## config.mk

```make
export PLATFORM = sky130hd
export DESIGN_NAME = dual_rail_tx
export DESIGN_NICKNAME = d
export VERILOG_FILES = /design/src/rtl/dual_rail_pkg.sv /design/src/rtl/sync_2ff.sv /design/src/rtl/dual_rail_tx.sv
export SDC_FILE = /design/constraint.sdc
export NUM_CORES = 1
export LEC_CHECK = 0
export BUFFER_PORTS_ARGS = -buffer_cell sky130_fd_sc_hd__buf_2
export CAP_MARGIN = 0
export CORE_MARGIN = 3
export CORE_UTILIZATION = 51
export DETAILED_ROUTE_END_ITERATION = 12
export GPL_ROUTABILITY_DRIVEN = 0
export PLACE_DENSITY = 0.76
export SYNTH_ARGS = -nofsm -noshare
export SYNTH_HDL_FRONTEND = slang
export SYNTH_SLANG_ARGS = --single-unit
```

## constraint.sdc

```tcl
create_clock -name clk -period 1.75 [get_ports clk]
set_input_delay 0 -clock clk [delete_from_list [all_inputs] [get_ports clk]]
set_output_delay 0 -clock clk [all_outputs]
set_load 0.01 [all_outputs]
```

## src/rtl/dual_rail_pkg.sv

```systemverilog
// dual_rail_pkg: shared state type, rail-pair codes and bit encoder for the dual-rail RZ link
//   state_e  : transmitter FSM states
//   SPACER/ONE/ZERO : (t,f) rail-pair codes
//   encode() : maps one data bit to its (t,f) pair
package dual_rail_pkg;
  typedef enum logic [1:0] {IDLE, WAIT_ACK, WAIT_NACK} state_e;
  localparam logic [1:0] SPACER = 2'b00;
  localparam logic [1:0] ONE    = 2'b10;
  localparam logic [1:0] ZERO   = 2'b01;
  function automatic logic [1:0] encode(input logic b);
    return b ? ONE : ZERO;
  endfunction
endpackage

```

## src/rtl/sync_2ff.sv

```systemverilog
// sync_2ff: two-flop synchronizer, async active-low reset to 0
//   clk, rst_n : clock, asynchronous active-low reset
//   d_i        : asynchronous input
//   q_o        : synchronized output
module sync_2ff (
  input  logic clk,
  input  logic rst_n,
  input  logic d_i,
  output logic q_o
);
  logic [1:0] sync_q;
  always_ff @(posedge clk or negedge rst_n)
    if (!rst_n) sync_q <= '0;
    else sync_q <= {sync_q[0], d_i};
  assign q_o = sync_q[1];
endmodule

```

## src/rtl/dual_rail_tx.sv

```systemverilog
// dual_rail_tx: single-rail valid/ready in, dual-rail return-to-zero codewords out, four-phase ack paced
//   clk, rst_n           : clock, asynchronous active-low reset
//   in_data/valid/ready  : word input handshake
//   rail_t, rail_f       : true / complement rails, (0,0) spacer between codewords
//   ack_in               : receiver completion, asynchronous
//   busy                 : transfer in progress
//   timeout_err, err_clr : sticky acknowledge-timeout flag and its clear
module dual_rail_tx
  import dual_rail_pkg::*;
#(
  parameter int WIDTH       = 4,
  parameter int SPACER_MIN  = 2,
  parameter int ACK_TIMEOUT = 15
) (
  input  logic             clk,
  input  logic             rst_n,
  input  logic [WIDTH-1:0] in_data,
  input  logic             in_valid,
  output logic             in_ready,
  output logic [WIDTH-1:0] rail_t,
  output logic [WIDTH-1:0] rail_f,
  input  logic             ack_in,
  output logic             busy,
  output logic             timeout_err,
  input  logic             err_clr
);
  localparam int SW = $clog2(SPACER_MIN + 2);
  localparam int TW = $clog2(ACK_TIMEOUT + 2);
  state_e           state_q;
  logic [WIDTH-1:0] rail_t_q, rail_f_q, enc_t, enc_f;
  logic [SW-1:0]    sp_cnt_q;
  logic [TW-1:0]    tmo_cnt_q;
  logic             err_q, ack_s, tmo_hit, tmo_fire;
  sync_2ff u_sync (.clk(clk), .rst_n(rst_n), .d_i(ack_in), .q_o(ack_s));
  always_comb begin
    enc_t = '0;
    enc_f = '0;
    for (int i = 0; i < WIDTH; i++) {enc_t[i], enc_f[i]} = encode(in_data[i]);
  end
  assign in_ready = state_q == IDLE && sp_cnt_q >= SW'(SPACER_MIN) && !ack_s;
  // the counter is cleared on phase entry, so ACK_TIMEOUT-1 seen here means this edge is the ACK_TIMEOUT-th
  assign tmo_hit  = tmo_cnt_q == TW'(ACK_TIMEOUT - 1);
  assign tmo_fire = tmo_hit && ((state_q == WAIT_ACK && !ack_s) || (state_q == WAIT_NACK && ack_s));
  // rails are loaded pairwise from encode() or cleared together, so (1,1) can never be registered
  always_ff @(posedge clk or negedge rst_n) begin
    if (!rst_n) begin
      state_q   <= IDLE;
      rail_t_q  <= '0;
      rail_f_q  <= '0;
      sp_cnt_q  <= SW'(SPACER_MIN);
      tmo_cnt_q <= '0;
      err_q     <= 1'b0;
    end else begin
      sp_cnt_q  <= state_q == WAIT_ACK ? '0 : sp_cnt_q + SW'(sp_cnt_q < SW'(SPACER_MIN));
      tmo_cnt_q <= tmo_cnt_q + TW'(tmo_cnt_q < TW'(ACK_TIMEOUT));
      err_q     <= tmo_fire || (err_q && !err_clr);
      case (state_q)
        IDLE: if (in_valid && in_ready) begin
          state_q   <= WAIT_ACK;
          rail_t_q  <= enc_t;
          rail_f_q  <= enc_f;
          tmo_cnt_q <= '0;
        end
        WAIT_ACK: if (ack_s || tmo_hit) begin
          state_q   <= WAIT_NACK;
          rail_t_q  <= '0;
          rail_f_q  <= '0;
          tmo_cnt_q <= '0;
        end
        WAIT_NACK: if (!ack_s || tmo_hit) state_q <= IDLE;
        default: state_q <= IDLE;
      endcase
    end
  end
  assign rail_t      = rail_t_q;
  assign rail_f      = rail_f_q;
  assign busy        = state_q != IDLE;
  assign timeout_err = err_q;
endmodule

```

==> PnR_summary.wiki <==
{| class="wikitable"
! Metric !! Value
|-
| DRT antenna net count || 0
|-
| Insertion delay of the later-clocked pin in the worst-skew pair || 0.30 ns
|-
| Pre-CTS setup slack || 0.1638 ns
|-
| First-pass iteration count of the detailed router || 4
|-
| Power density over the cells || 1456 nW/um2
|-
| # resized after CTS || 0
|-
| Diode insertion count for antenna repair || 0
|-
| PortBufs || 19
|-
| Gate count of the mapped netlist || 78
|-
| Number of different library cells in the post-synthesis netlist || 30
|-
| Number of vias per cell after detailed routing || 5.285
|-
| Post-route design area || 1204 um2
|-
| Biggest area contributors in the synthesized netlist || sky130_fd_sc_hd__dfrtp_1 (51%), sky130_fd_sc_hd__ha_1 (5.4%), sky130_fd_sc_hd__o22ai_2 (5.4%), sky130_fd_sc_hd__o21ai_0 (4.9%), sky130_fd_sc_hd__o2bb2ai_1 (3.8%)
|-
| Transition time at the pin with the least slew margin || 0.4953 ns
|-
| Fraction of layout cells with a size suffix above 1 || 36.28%
|-
| Highest-delay cell along the critical path || sky130_fd_sc_hd__or4b_1
|-
| Setup violations, final || 0
|-
| Syn avg cell area || 11.87 um2
|-
| Fraction of registers with async set/reset || 100.0%
|-
| Global-route wire length before repair || 3229 um
|-
| Post-Synthesis Cell Area || 925.9 um2
|-
| Std-Cell Core Area || 1612 um2
|-
| Clock-pin slew on the worst setup and hold paths || 0.11 ns
|-
| Static Leak || 0.5779 nW
|-
| Number of clock buffers inserted by TritonCTS || 3
|-
| Run status || complete, no violations
|-
| Highest metal layer with signal wires || met4
|-
| Crit Path Category || flop to flop
|-
| H-tree depth || 1
|-
| Layout area overhead || 30.00%
|-
| Final worst hold slack || 0.07465 ns
|-
| Area share of the largest cell type after synthesis || 51.35%
|-
| Synth warn || 0
|-
| Critical Path End Type || flop
|-
| Initial core utilization || 57.45%
|-
| Minimum clock period || 1.627 ns
|-
| Crit path required time || 1.98 ns
|-
| Sequential cell area in the final layout || 501.7 um2
|-
| Largest area contributor in the netlist || sky130_fd_sc_hd__dfrtp_1
|-
| Cell type group with the largest total delay on the critical path || simple AND/OR/NAND/NOR gates
|-
| Path category of the worst min-delay check || primary input to flop
|-
| Most common cell in the netlist || sky130_fd_sc_hd__dfrtp_1
|-
| Fin nets || 127
|-
| Setup Skew || 0.001468 ns
|-
| TritonCTS clock tree || built
|-
| Most instantiated flip-flop cell in the synthesis netlist || sky130_fd_sc_hd__dfrtp_1
|-
| Count of pins on the block boundary || 20
|-
| Worst-case clock buffer depth || 2
|-
| Total Routing Usage GR || 17.60%
|-
| # fillers || 118
|-
| Total Die Area || 2363 um2
|-
| Met2 wire length || 936 um
|-
| Largest stage delay on the critical path || 0.69 ns
|-
| Estimated wirelength of the detail-placed design || 1289 um
|-
| FF+latch count, synth || 20
|-
| Final-report max-slew violation count || 0
|-
| Total area of multi-input combinational cells || 399.1 um2
|-
| Final clock period utilization by the worst path || 92.96%
|-
| Antenna violations before repair || 0
|-
| RSZ-0062 raised after global routing || no
|-
| Die Y-Extent || 48.61 um
|-
| Final Hold Fails || 0
|-
| Cell area after placement || 1097 um2
|-
| Num Clock Sinks || 20
|-
| Fin Setup TNS || 0 ns
|-
| Crit-path max FO || 10
|-
| Worst path setup slack after routing || 0.1232 ns
|-
| Total congestion overflow || 0
|-
| Commonest cells in the synthesized netlist || sky130_fd_sc_hd__dfrtp_1 (19), sky130_fd_sc_hd__o21ai_0 (9)
|-
| VDD IR max || 916.3 uV
|-
| Max frequency || 0.6147 GHz
|-
| Total buffers and inverters traversed by the critical path || 0
|-
| Number of global-route vias before repair || 701
|-
| Crit path arrival time || 1.86 ns
|-
| Max-Slew Margin vs Limit || 66.86%
|-
| Max_cap viols || 0
|-
| Number of design-rule violations left by the first detailed-router iteration || 25
|-
| Width of the die || 48.61 um
|-
| Met3 Routed Length || 71 um
|-
| FP Rows || 14
|-
| Routed vias || 724
|-
| Maximum number of pins on one net before global-route repair || 21
|-
| CP Cell Sequence || or4b_1 > or2_4 > o22ai_2
|-
| Number of DRC violations after detailed routing || 0
|-
| Number of enable-type register cells in the synthesized netlist || 0
|-
| Proportion of synthesized chip area in sequential cells || 54.19%
|-
| WL met1 || 879 um
|-
| Wire length after detailed routing || 1906 um
|-
| Average wire per standard cell || 13.91 um
|-
| Utilization after layout || 74.69%
|-
| Type of origin of the critical path || flop
|-
| Root buf cell || sky130_fd_sc_hd__clkbuf_4
|-
| Syn_nets || 91
|}
-- timing repair --
| action | CTS | global route |
|---|---|---|
| buffers inserted | 0 | 0 |
| hold endpoints to repair | 30 | 0 |
| hold buffers | 7 | 0 |
-- final cells by class --
type                       instances  share of cell area [%]
timing repair buffer              34                   18.71
multi-input combinational         52                   33.16
inverter                           3                  0.9356
tap                               24                   2.495
clock buffer                       4                   3.015
sequential                        20                   41.68
-- power breakdown --
group | internal (mW) | switching (mW) | total [mW]
Sequential | 0.635 | 0.114 | 0.749
Combinational | 0.346 | 0.389 | 0.734
Clock | 0.127 | 0.141 | 0.268
Total | 1.11 | 0.644 | 1.75
-- worst register-to-register path, delay by kind of cell, from the launching register on --
family / cells / cell delay (ns)
AO/OA/AOI/OAI: 1 / 0.15
flip-flops: 1 / 0.39
AND/OR/NAND/NOR: 2 / 1.02
-- path summary, 6_finish.rpt --
kind,cells past startpoint,slack (ns),start,endpoint
setup reg to reg,3,0.12,state_q[1],rail_f[2]
hold reg to reg,0,0.36,u_sync.sync_q[0],u_sync.sync_q[1]
hold / removal,3,0.07,in_valid,state_q[0]
max in group asynchronous,2,1.25,rst_n,sp_cnt_q[1]
min in group asynchronous,2,0.16,rst_n,timeout_err
setup / recovery,3,0.12,state_q[1],rail_f[2]
-- layer usage --
layer | global-route usage [%] | up-vias
met5 | 0 | -
met4 | 4.265 | 0
met3 | 3.374 | 2
met2 | 28.96 | 16
met1 | 23.90 | 352
li1 | - | 354
-- sequential cells by signal, summed over array words and instances (netlist names) --
name	cells
rail_f	4
rail_t	4
sp_cnt_q	2
state_q	2
timeout_err	1
tmo_cnt_q	5
u_sync.sync_q	2
-- kinds of logic (layout without fill, tap and decap cells) --
| group | count (synthesis) | count (layout) | share of synthesized area, % |
|---|---|---|---|
| buf+inv | 6 | 41 | 2.702 |
| flops | 20 | 20 | 54.19 |
| compound gates | 23 | 23 | 20.14 |
| xor+xnor | 3 | 3 | 2.838 |
| simple gates | 22 | 22 | 14.73 |
| fa+ha+maj | 4 | 4 | 5.406 |
-- through the flow --
stage / cells / power [mW]
3_3_place_gp: 126 / 1.437
6_report: 137 / 1.752
3_5_place_dp: 126 / 1.470
4_1_cts: 137 / 1.764
5_1_grt: 137 / 1.897
2_1_floorplan: 78 / 1.191
-- cells in the final DEF (no fill, tap or decap), types with 2 or more instances in the layout --
| cell type | n |
|---|---|
| sky130_fd_sc_hd__nor2_1 | 3 |
| sky130_fd_sc_hd__xor2_1 | 2 |
| sky130_fd_sc_hd__nand3_1 | 3 |
| sky130_fd_sc_hd__o22ai_2 | 4 |
| sky130_fd_sc_hd__inv_1 | 3 |
| sky130_fd_sc_hd__nor3_1 | 4 |
| sky130_fd_sc_hd__o21ai_0 | 9 |
| sky130_fd_sc_hd__clkbuf_4 | 3 |
| sky130_fd_sc_hd__nand3b_1 | 2 |
| sky130_fd_sc_hd__dfrtp_1 | 19 |
| sky130_fd_sc_hd__ha_1 | 4 |
| sky130_fd_sc_hd__buf_2 | 19 |
| sky130_fd_sc_hd__o2bb2ai_1 | 4 |
| sky130_fd_sc_hd__dlygate4sd3_1 | 7 |
| sky130_fd_sc_hd__buf_4 | 8 |
| sky130_fd_sc_hd__nor3b_1 | 2 |
No activity file was read; power rests on OpenSTA's default activity.
